### config.mk
export PLATFORM = sky130hd
export DESIGN_NAME = stamp_matrix
export DESIGN_NICKNAME = d
export VERILOG_FILES = /design/src/rtl/stamp_matrix_pkg.sv /design/src/rtl/stamp_term_rmw.sv /design/src/rtl/stamp_matrix.sv
export SDC_FILE = /design/constraint.sdc
export NUM_CORES = 1
export LEC_CHECK = 0
export ABC_CLOCK_PERIOD_IN_PS = 5300
export CORE_AREA = 2 2 128 130
export CTS_CLUSTER_SIZE = 16
export DETAILED_ROUTE_END_ITERATION = 7
export DIE_AREA = 0 0 130 132
export PLACE_DENSITY = 0.83
export SETUP_SLACK_MARGIN = 0.5
export SYNTH_ARGS = -nofsm -noshare
export SYNTH_HDL_FRONTEND = slang
export SYNTH_SLANG_ARGS = --single-unit
### constraint.sdc
create_clock -name clk -period 5.3 [get_ports clk]
set_input_delay 0.795 -clock clk [delete_from_list [all_inputs] [get_ports clk]]
set_output_delay 0.795 -clock clk [all_outputs]
set_load 0.01 [all_outputs]
### src/rtl/stamp_matrix_pkg.sv
// Shared types and constants for the MNA stamping engine.
// Element word layout, FP constants and the FSM encoding.
package stamp_matrix_pkg;

  localparam logic [1:0] TYPE_NONE = 2'b00;
  localparam logic [1:0] TYPE_ISRC = 2'b01;
  localparam logic [1:0] TYPE_RES  = 2'b10;
  localparam logic [1:0] TYPE_RSVD = 2'b11;

  localparam int NODE_A_HI = 31;
  localparam int NODE_A_LO = 27;
  localparam int NODE_B_HI = 26;
  localparam int NODE_B_LO = 22;
  localparam int TYPE_HI   = 21;
  localparam int TYPE_LO   = 20;

  localparam logic [4:0]  NODE_LIMIT = 5'd16;
  localparam logic [31:0] FP_ZERO    = 32'h0000_0000;
  localparam logic [31:0] FP_SIGN    = 32'h8000_0000;

  typedef enum logic [3:0] {
    S_IDLE,
    S_CLEAR,
    S_FETCH,
    S_DECODE,
    S_READ,
    S_ADD,
    S_WRITE,
    S_NEXT,
    S_DONE
  } state_t;

  typedef struct packed {
    logic        vld;
    logic        rhs;
    logic [7:0]  addr;
    logic [31:0] val;
  } term_t;

  function automatic term_t mk_term(
    input logic        vld,
    input logic        rhs,
    input logic [7:0]  addr,
    input logic [31:0] val
  );
    term_t t;
    t.vld  = vld;
    t.rhs  = rhs;
    t.addr = addr;
    t.val  = val;
    return t;
  endfunction

  // {found, index} of the lowest set mask bit at or above 'from'
  function automatic logic [2:0] next_term(
    input logic [3:0] mask,
    input logic [2:0] from
  );
    logic [2:0] res;
    res = 3'b000;
    for (int i = 3; i >= 0; i--) begin
      if (mask[i] && (i >= int'(from))) res = {1'b1, 2'(i)};
    end
    return res;
  endfunction

endpackage

### src/rtl/stamp_term_rmw.sv
// Serial read-modify-write of one stamp term.
// Address held through READ and ADD; one write strobe in WRITE.
module stamp_term_rmw
  import stamp_matrix_pkg::*;
#(
  parameter int ADD_LAT = 7,
  parameter int RAM_LAT = 2
) (
  input  logic        clk_i,
  input  logic        reset_i,
  input  logic        go_i,
  input  logic        rhs_i,
  input  logic [7:0]  addr_i,
  input  logic [31:0] term_i,
  input  logic [31:0] mat_rd_i,
  input  logic [31:0] rhs_rd_i,
  input  logic [31:0] sum_i,
  output logic [7:0]  addr_o,
  output logic [31:0] wdata_o,
  output logic        mat_wren_o,
  output logic        rhs_wren_o,
  output logic [31:0] add_a_o,
  output logic [31:0] add_b_o,
  output logic        done_o,
  output state_t      state_nxt_o
);

  localparam logic [7:0] RD_CNT  = 8'(RAM_LAT - 1);
  localparam logic [7:0] ADD_CNT = 8'(ADD_LAT - 1);

  state_t      state_q, state_d;
  logic [7:0]  cnt_q, cnt_d;
  logic [7:0]  addr_q;
  logic [31:0] term_q;
  logic        rhs_q;
  logic        accept;

  assign accept = go_i &&
    ((state_q == S_IDLE) || (state_q == S_WRITE));

  always_comb begin
    state_d = state_q;
    cnt_d   = cnt_q;
    unique case (state_q)
      S_READ:
        if (cnt_q == 8'd0) begin
          state_d = S_ADD;
          cnt_d   = ADD_CNT;
        end else begin
          cnt_d = cnt_q - 8'd1;
        end
      S_ADD:
        if (cnt_q == 8'd0) state_d = S_WRITE;
        else cnt_d = cnt_q - 8'd1;
      default: state_d = S_IDLE;
    endcase
    if (accept) begin
      state_d = S_READ;
      cnt_d   = RD_CNT;
    end
  end

  always_ff @(posedge clk_i) begin
    if (reset_i) begin
      state_q <= S_IDLE;
      cnt_q   <= '0;
      addr_q  <= '0;
      term_q  <= '0;
      rhs_q   <= 1'b0;
    end else begin
      state_q <= state_d;
      cnt_q   <= cnt_d;
      if (accept) begin
        addr_q <= addr_i;
        term_q <= term_i;
        rhs_q  <= rhs_i;
      end
    end
  end

  logic in_add, in_wr;
  assign in_add = (state_q == S_ADD);
  // reset in the write cycle must suppress the strobe at once
  assign in_wr  = (state_q == S_WRITE) && !reset_i;

  assign addr_o      = addr_q;
  assign done_o      = (state_q == S_WRITE);
  assign state_nxt_o = state_d;
  assign wdata_o     = in_wr ? sum_i : FP_ZERO;
  assign mat_wren_o  = in_wr && !rhs_q;
  assign rhs_wren_o  = in_wr && rhs_q;
  assign add_a_o     = !in_add ? FP_ZERO :
                       (rhs_q ? rhs_rd_i : mat_rd_i);
  assign add_b_o     = in_add ? term_q : FP_ZERO;

endmodule

### src/rtl/stamp_matrix.sv
// MNA stamping engine: clears G and I, then accumulates
// resistor and current-source stamps from the element list.
module stamp_matrix
  import stamp_matrix_pkg::*;
#(
  parameter int ADD_LAT = 7,
  parameter int RAM_LAT = 2
) (
  input  logic        clk,
  input  logic        reset,
  input  logic        go_stamp,
  input  logic [4:0]  numElements,
  output logic [4:0]  element_addr,
  input  logic [31:0] element_out,
  output logic [4:0]  float_register_addr,
  input  logic [31:0] float_register_out,
  output logic [7:0]  matrix_addr,
  output logic [31:0] matrix_data,
  output logic        matrix_wren,
  input  logic [31:0] matrix_out,
  output logic [3:0]  rhs_addr,
  output logic [31:0] rhs_data,
  output logic        rhs_wren,
  input  logic [31:0] rhs_out,
  output logic [31:0] adder_data_a,
  output logic [31:0] adder_data_b,
  input  logic [31:0] adder_out,
  output logic        stamp_done,
  output logic        stamp_error,
  output logic [4:0]  max_node
);

  localparam logic [7:0] RD_CNT = 8'(RAM_LAT - 1);

  state_t      state_q, state_d;
  logic [7:0]  cnt_q, cnt_d;
  logic [7:0]  clr_q, clr_d;
  logic [4:0]  elem_q, elem_d;
  logic [1:0]  idx_q, idx_d;
  logic        done_q, done_d;
  logic        err_q, err_d;
  logic [4:0]  max_q, max_d;

  logic [4:0]  na, nb;
  logic [3:0]  ai, bi;
  logic [1:0]  ty;
  logic [31:0] g, ng;
  logic        bad;
  term_t       terms [4];
  logic [3:0]  mask;
  logic [2:0]  nt;
  logic        go, in_term;
  term_t       cur;

  logic [7:0]  rmw_addr;
  logic [31:0] rmw_wdata;
  logic        rmw_mwren, rmw_rwren, rmw_done;
  state_t      rmw_nxt;
  logic        unused_bits;

  assign na = element_out[NODE_A_HI:NODE_A_LO];
  assign nb = element_out[NODE_B_HI:NODE_B_LO];
  assign ty = element_out[TYPE_HI:TYPE_LO];
  assign ai = 4'(na - 5'd1);
  assign bi = 4'(nb - 5'd1);
  assign g  = float_register_out;
  assign ng = float_register_out ^ FP_SIGN;
  assign unused_bits = ^element_out[19:0];

  assign bad = (ty == TYPE_NONE) || (ty == TYPE_RSVD) ||
               (na > NODE_LIMIT) || (nb > NODE_LIMIT);

  always_comb begin
    for (int i = 0; i < 4; i++) terms[i] = '0;
    unique case (1'b1)
      (ty == TYPE_RES): begin
        terms[0] = mk_term(na != 0, 1'b0, {ai, ai}, g);
        terms[1] = mk_term(nb != 0, 1'b0, {bi, bi}, g);
        terms[2] = mk_term((na != 0) && (nb != 0),
                           1'b0, {ai, bi}, ng);
        terms[3] = mk_term((na != 0) && (nb != 0),
                           1'b0, {bi, ai}, ng);
      end
      (ty == TYPE_ISRC): begin
        terms[0] = mk_term(na != 0, 1'b1, {4'h0, ai}, ng);
        terms[1] = mk_term(nb != 0, 1'b1, {4'h0, bi}, g);
      end
      default: ;
    endcase
    for (int i = 0; i < 4; i++) mask[i] = terms[i].vld;
  end

  assign in_term = (state_q == S_READ) ||
                   (state_q == S_ADD) ||
                   (state_q == S_WRITE);

  always_comb begin
    state_d = state_q;
    cnt_d   = cnt_q;
    clr_d   = clr_q;
    elem_d  = elem_q;
    idx_d   = idx_q;
    done_d  = done_q;
    err_d   = err_q;
    max_d   = max_q;
    nt      = 3'b000;
    unique case (state_q)
      S_IDLE:
        if (go_stamp) begin
          done_d  = 1'b0;
          err_d   = 1'b0;
          max_d   = '0;
          clr_d   = '0;
          state_d = S_CLEAR;
        end
      S_CLEAR:
        if (&clr_q) begin
          state_d = S_FETCH;
          elem_d  = '0;
          cnt_d   = RD_CNT;
        end else begin
          clr_d = clr_q + 8'd1;
        end
      S_FETCH:
        if (elem_q == numElements) begin
          state_d = S_DONE;
          done_d  = 1'b1;
        end else if (cnt_q == 8'd0) begin
          state_d = S_DECODE;
        end else begin
          cnt_d = cnt_q - 8'd1;
        end
      S_DECODE: begin
        state_d = S_NEXT;
        if (bad) begin
          err_d = 1'b1;
        end else if (na != nb) begin
          if (na > max_d) max_d = na;
          if (nb > max_d) max_d = nb;
          nt = next_term(mask, 3'd0);
        end
      end
      S_READ, S_ADD, S_WRITE:
        if (rmw_done)
          nt = next_term(mask, {1'b0, idx_q} + 3'd1);
      S_NEXT: begin
        elem_d  = elem_q + 5'd1;
        cnt_d   = RD_CNT;
        state_d = S_FETCH;
      end
      default: state_d = S_IDLE;
    endcase
    go = nt[2];
    if (go) idx_d = nt[1:0];
    // term phases track the sub-module's own sequencer
    if (in_term || go)
      state_d = (rmw_nxt == S_IDLE) ? S_NEXT : rmw_nxt;
  end

  assign cur = terms[nt[1:0]];

  always_ff @(posedge clk) begin
    if (reset) begin
      state_q <= S_IDLE;
      cnt_q   <= '0;
      clr_q   <= '0;
      elem_q  <= '0;
      idx_q   <= '0;
      done_q  <= 1'b0;
      err_q   <= 1'b0;
      max_q   <= '0;
    end else begin
      state_q <= state_d;
      cnt_q   <= cnt_d;
      clr_q   <= clr_d;
      elem_q  <= elem_d;
      idx_q   <= idx_d;
      done_q  <= done_d;
      err_q   <= err_d;
      max_q   <= max_d;
    end
  end

  stamp_term_rmw #(
    .ADD_LAT (ADD_LAT),
    .RAM_LAT (RAM_LAT)
  ) u_rmw (
    .clk_i       (clk),
    .reset_i     (reset),
    .go_i        (go),
    .rhs_i       (cur.rhs),
    .addr_i      (cur.addr),
    .term_i      (cur.val),
    .mat_rd_i    (matrix_out),
    .rhs_rd_i    (rhs_out),
    .sum_i       (adder_out),
    .addr_o      (rmw_addr),
    .wdata_o     (rmw_wdata),
    .mat_wren_o  (rmw_mwren),
    .rhs_wren_o  (rmw_rwren),
    .add_a_o     (adder_data_a),
    .add_b_o     (adder_data_b),
    .done_o      (rmw_done),
    .state_nxt_o (rmw_nxt)
  );

  logic clearing;
  assign clearing = (state_q == S_CLEAR);

  assign element_addr        = elem_q;
  assign float_register_addr = elem_q;
  assign matrix_addr = clearing ? clr_q : rmw_addr;
  assign rhs_addr    = clearing ? clr_q[3:0] : rmw_addr[3:0];
  assign matrix_data = clearing ? FP_ZERO : rmw_wdata;
  assign rhs_data    = clearing ? FP_ZERO : rmw_wdata;
  assign matrix_wren = clearing ? !reset : rmw_mwren;
  assign rhs_wren    = clearing ? (!reset && (clr_q[7:4] == 4'h0))
                                : rmw_rwren;
  assign stamp_done  = done_q;
  assign stamp_error = err_q;
  assign max_node    = max_q;

endmodule
# Word-level counts from Yosys, hierarchy flattened
# Cells that the tools add are included.
[word_totals]
ff_bits = 87
input_bits = 168
out_inout_bits = 159
wordCells = 173
[classes]
add_sub_neg = 7
order_cmp = 9
eq_ne = 30
n_mux = 64
n_bitwise = 2
reduce_logical = 47
[ops]
columns = ["op", "count"]
rows = [
  ["84-bit one-hot mux with 2 select lines", 1],
  ["32-bit 2-to-1 mux", 5],
  ["42-bit binary-select mux with 2-bit select", 1],
  ["84-bit 2-to-1 mux", 1],
  ["41-bit 2-to-1 mux", 2],
  ["8-bit 2-to-1 mux", 8],
  ["5-bit 2-to-1 mux", 9],
  ["4-bit 2-to-1 mux", 10],
  ["3-bit 2-to-1 mux", 11],
  ["8-bit one-hot mux with 2 select lines", 2],
  ["4-bit by 3-bit == test with 1-bit output, second input constant", 7],
  ["4-bit one-hot mux with 6 select lines", 1],
  ["8-bit one-hot mux with 3 select lines", 1],
  ["2-bit inequality test, second input constant", 10],
  ["5-bit one-hot mux with 2 select lines", 2],
  ["4-bit logical NOT", 4],
  ["8-bit logical NOT", 2],
  ["8-bit by 1-bit subtractor with 8-bit output, second input constant", 2],
  ["4-bit AND reduction", 3],
  ["5-bit > comparator", 2],
  ["5-bit > comparator, second input constant", 2],
  ["1-bit logical AND", 10],
  ["2-bit nonzero test", 5],
  ["5-bit nonzero test", 2],
  ["33 further kinds", 56],
]

# Logic depth before layout (Yosys ltp)
[logic_depth]
word_depth = 15
depth_mapped = 17
mapped_depth_nobuf = 16

# Cells and area by module
# Synthesis repeated with hierarchy kept, for this count alone.
[hier_totals]
cells_unflattened = 876
area_unflattened_um2 = 6515.0
[by_module_without_submodules]
columns = ["module", "instances", "cells_per_inst", "area_each_um2"]
rows = [
  ["stamp_matrix", 1, 471, 3482.1],
  ["stamp_term_rmw", 1, 405, 3032.9],
]

# Worst setup path before layout
# No wires, ideal clock.
[synth_timing]
kind = "input to register"
start = "input port element_out[28]"
end = "register max_q[4], in the netlist max_node[4]"
setup_ns = 0.070
arrival_ns = 3.527
t_required_ns = 5.230
path_slack_ns = 1.703
path_stages = 16
path_buffers = 1
path_cell_list = "ha_1 nor2b_1 o21a_1 o21a_1 nor3_1 o21ai_0 o21a_1 ha_1 nor2b_1 o21a_1 o21ai_0 a21o_1 clkbuf_1 nor2_1 a211o_1 a21oi_1"
[synth_via]
elab_chain_cells = 10
word_cells_on_any_way = 17
[synth_rtl]
columns = ["element", "line", "text"]
rows = [
  ["start: declaration", "stamp_matrix.sv:14", "input logic [31:0] element_out,"],
  ["5-bit > comparator", "stamp_matrix.sv:138", "if (na > max_d) max_d = na;"],
  ["5-bit 2-to-1 mux", "stamp_matrix.sv:138", ""],
  ["5-bit 2-to-1 mux", "stamp_matrix.sv:137", "end else if (na != nb) begin"],
  ["5-bit 2-to-1 mux", "stamp_matrix.sv:135", "if (bad) begin"],
  ["5-bit 2-to-1 mux", "stamp_matrix.sv:107", "unique case (state_q)"],
  ["5-bit > comparator", "stamp_matrix.sv:139", "if (nb > max_d) max_d = nb;"],
  ["5-bit 2-to-1 mux", "stamp_matrix.sv:139", ""],
  ["5-bit 2-to-1 mux", "stamp_matrix.sv:137", ""],
  ["5-bit 2-to-1 mux", "stamp_matrix.sv:135", ""],
  ["5-bit one-hot mux with 2 select lines", "stamp_matrix.sv:107", ""],
  ["end signal: assignment", "stamp_matrix.sv:180", "max_q <= max_d;"],
  ["end: declaration", "stamp_matrix.sv:42", "logic [4:0] max_q, max_d;"],
]
# Parallel ways exist; a longest one is shown, timed or not. The select of a mux whose other input is x is not followed.
# A chain may end at the register's enable or synchronous reset.

# Final worst setup path
# Ends and elaborated chain as after synthesis.

==> impl_metrics.env <==
export IMPL_grt_usage_pct=21.2
export IMPL_grt_pass1_vias=5899
export IMPL_cts_resized=0
export IMPL_period_needed_ns=4.03
export IMPL_via_count=6151
export IMPL_synthAdderAreaFrac_pct=4.25
export IMPL_setup_tns_ns=0
export IMPL_initial_core_util_pct=37.5
export IMPL_worst_setup_path_type="primary input to flop"
export IMPL_min_from="u_rmw.term_q[28]"
export IMPL_nets=1200
export IMPL_htreeDepth=3
export IMPL_ant_nets=0
export IMPL_utilization_pct=58.1
export IMPL_synth_compound_area_share_pct=13.2
export IMPL_startpoint_type="primary input"
export IMPL_cp_startpoint="element_out[28]"
export IMPL_post_cts_setup_buffers=0
export IMPL_worst_r2r_startpoint="max_node[1]"
export IMPL_synth_edf_count=0
export IMPL_maxCapViolCount=0
export IMPL_cts_tree="built"
export IMPL_power_density_nw_per_um2=216
export IMPL_clock_fmax_mhz=248
export IMPL_final_max_slew_viol_count=0
export IMPL_die_y_um=132
export IMPL_die_area_um2=17200
export IMPL_drcViolationCount=0
export IMPL_grt_max_degree=67
export IMPL_critical_path_max_fanout=10
export IMPL_drt_iter0_markers=261
export IMPL_clockPowerShare_pct=36.6
export IMPL_synth_area_um2=5890
export IMPL_antenna_found_initial=0
export IMPL_clock_skew_ns=0.00639
export IMPL_cts_hold_buffers=0
export IMPL_viasPerCell=4.99
export IMPL_synthArstFlopShare_pct=0
export IMPL_yosys_area_share_xor_xnor_pct=4.75
export IMPL_cts_made_buffers=9
export IMPL_clk_latency_ns=0.34
export IMPL_ios=327
export IMPL_grt_pass1_wl_mm=29.7
export IMPL_worstPathRequired_ns=5.56
export IMPL_post_synth_top_count_cell="nand2_1"
export IMPL_syn_nets=963
export IMPL_synthCells=775
export IMPL_outcome="complete, no violations"
export IMPL_wire_per_inst_um=15.2
export IMPL_p_comb_share_pct=26.4
export IMPL_grt_overflow_total=0
export IMPL_globalplace_congestion=0.872
export IMPL_rows=46
export IMPL_crit_arrival_ns=4.29
export IMPL_endpoint_kind="flop"
export IMPL_yosysWarningCount=0
export IMPL_synth_seq_cells=87
export IMPL_place_hpwl_mm=14.5
export IMPL_max_slew_worst_pin_slew_ns=1.23
export IMPL_yosys_area_top_type_share_pct=29.5
export IMPL_fin_crit_sh_pct=75.9
export IMPL_synth_distinct_cells=66
export IMPL_synth_flop_cell="dfxtp_1"
export IMPL_seq_power_share_pct=37.0
export IMPL_synth_area_top_cells="dfxtp_1 30%, nand2_1 7.5%, mux2i_1 6.8%"
export IMPL_clk_pin_slew_ns=0.06
export IMPL_fp_dieW_um=130
export IMPL_peakVddDrop_uv=160
export IMPL_setup_viol=0
export IMPL_yosysSeqAreaShare_pct=29.5
export IMPL_fp_coreArea_um2=15700
export IMPL_first_pass_iters=4
export IMPL_synth_simple_area_share_pct=31.4
export IMPL_place_port_buffers=306
export IMPL_slew_headroom_pct=17.2
export IMPL_power_internal_mw=1.40
export IMPL_synth_top_family_by_area="simple AND/OR/NAND/NOR gates"
export IMPL_leakage_nw=3.33
export IMPL_synth_area_mux_share_pct=7.17
export IMPL_yosys_top_cells_count="117 x nand2_1, 87 x dfxtp_1, 83 x nor2_1"
export IMPL_rsz0062_at_grt="false"
export IMPL_hold_class="flop to flop"
export IMPL_switchingPower_mw=0.569
export IMPL_area_growth_pct=55.0
export IMPL_clockRootBuffer="clkbuf_16"
export IMPL_hold_viol_final=0
export IMPL_sw_frac_of_total_pct=28.8
export IMPL_synth_top_area_cell="dfxtp_1"
export IMPL_syn_area_per_cell_um2=7.61
export IMPL_diodes=0
export IMPL_routed_wl_mm=18.7
export IMPL_clockBufferDepth=2
export IMPL_drive_gt1_share_pct=3.83
export IMPL_cts_sinks=87
stage by stage:
stage / cells / setup slack [ns] / power [mW] / hold WS [ns] / cell area, µm²
after floorplan: 775 / 1.70 / 1.06 / 0.432 / 5890
after global placement: 1217 / 1.02 / 1.25 / 0.437 / 8800
after detailed placement: 1217 / 0.982 / 1.26 / 0.442 / 8800
after CTS: 1233 / 1.32 / 1.99 / 0.450 / 9140
after global routing: 1233 / 1.03 / 2.08 / 0.468 / 9140
final: 1233 / 1.27 / 1.97 / 0.448 / 9140
worst paths after layout:
check | to | slack [ns] | depth (start not counted)
max | max_node[4] | 1.27 | 16
min | u_rmw.term_q[28] | 0.45 | 2
max reg2reg | max_node[4] | 1.82 | 16
min reg2reg | u_rmw.term_q[28] | 0.45 | 2
worst max-delay path: stages:
cell	delay [ns]
clkdlybuf4s50_1	0.50
ha_1	0.35
nor2b_1	0.14
o21a_1	0.17
o21a_1	0.17
nor3_1	0.32
o21ai_0	0.21
o21a_1	0.15
ha_1	0.28
nor2b_1	0.13
o21a_1	0.16
o21ai_0	0.15
a21o_1	0.31
nor2_1	0.07
a211o_1	0.27
a21oi_1	0.13
cell usage in the layout, fill, tap and decap left out, drive strengths merged, types with 16 or more instances in the layout:
master and instances:
nand3 19, clkdlybuf4s50 305, dfxtp 87, ha 20, mux2i 40, xor2 20
inv 17, o21ai 16, nand2 117, and2 36, nor3 28, a21oi 52
nor2 83, and3 37
metal layers:
layer  vias up  global-route usage [%]  routed length, µm
li1       3100                       -                  -
met1      2824                    24.4               7440
met2       213                    38.7               9560
met3        14                    6.33               1570
met4         0                    3.94                170
met5         -                       0                  0
cell type report:
| cell class | count | area [µm²] |
|---|---|---|
| Fill cell | 1393 | 6580 |
| Multi-Input combinational cell | 585 | 3600 |
| Timing Repair Buffer | 312 | 3120 |
| Sequential cell | 87 | 1740 |
| Tap cell | 216 | 270 |
| Clock buffer | 11 | 233 |
| Clock inverter | 5 | 106 |
| Inverter | 17 | 63.8 |
power groups by stage:
stage               Sequential, mW  Clock, mW  Combinational (mW)
floorplan                    0.720          0               0.339
global placement             0.741          0               0.509
detailed placement           0.743          0               0.518
CTS                          0.728      0.738               0.521
global route                 0.737      0.767               0.580
finish                       0.729      0.722               0.521
flip-flops by register name, indices dropped and copies added, names as in the netlist:
name and flops:
u_rmw.term_q 32, clr_q 8, cnt_q 8, u_rmw.addr_o 8, u_rmw.cnt_q 8, element_addr 5
max_node 5, state_q 4, u_rmw.state_q 4, idx_q 2, stamp_done 1, stamp_error 1
u_rmw.rhs_q 1
logic make-up (layout without fill, tap and decap cells):
kind of cell | after synthesis | count (layout)
muxes | 42 | 42
other | 1 | 1
AOI/OAI and AO/OA | 119 | 119
buffers and inverters | 103 | 345
xor gates and xnor gates | 32 | 32
adders and majority gates | 20 | 20
and+or+nand+nor | 371 | 371
DFF | 87 | 87
(Power assumes the default switching activity.)
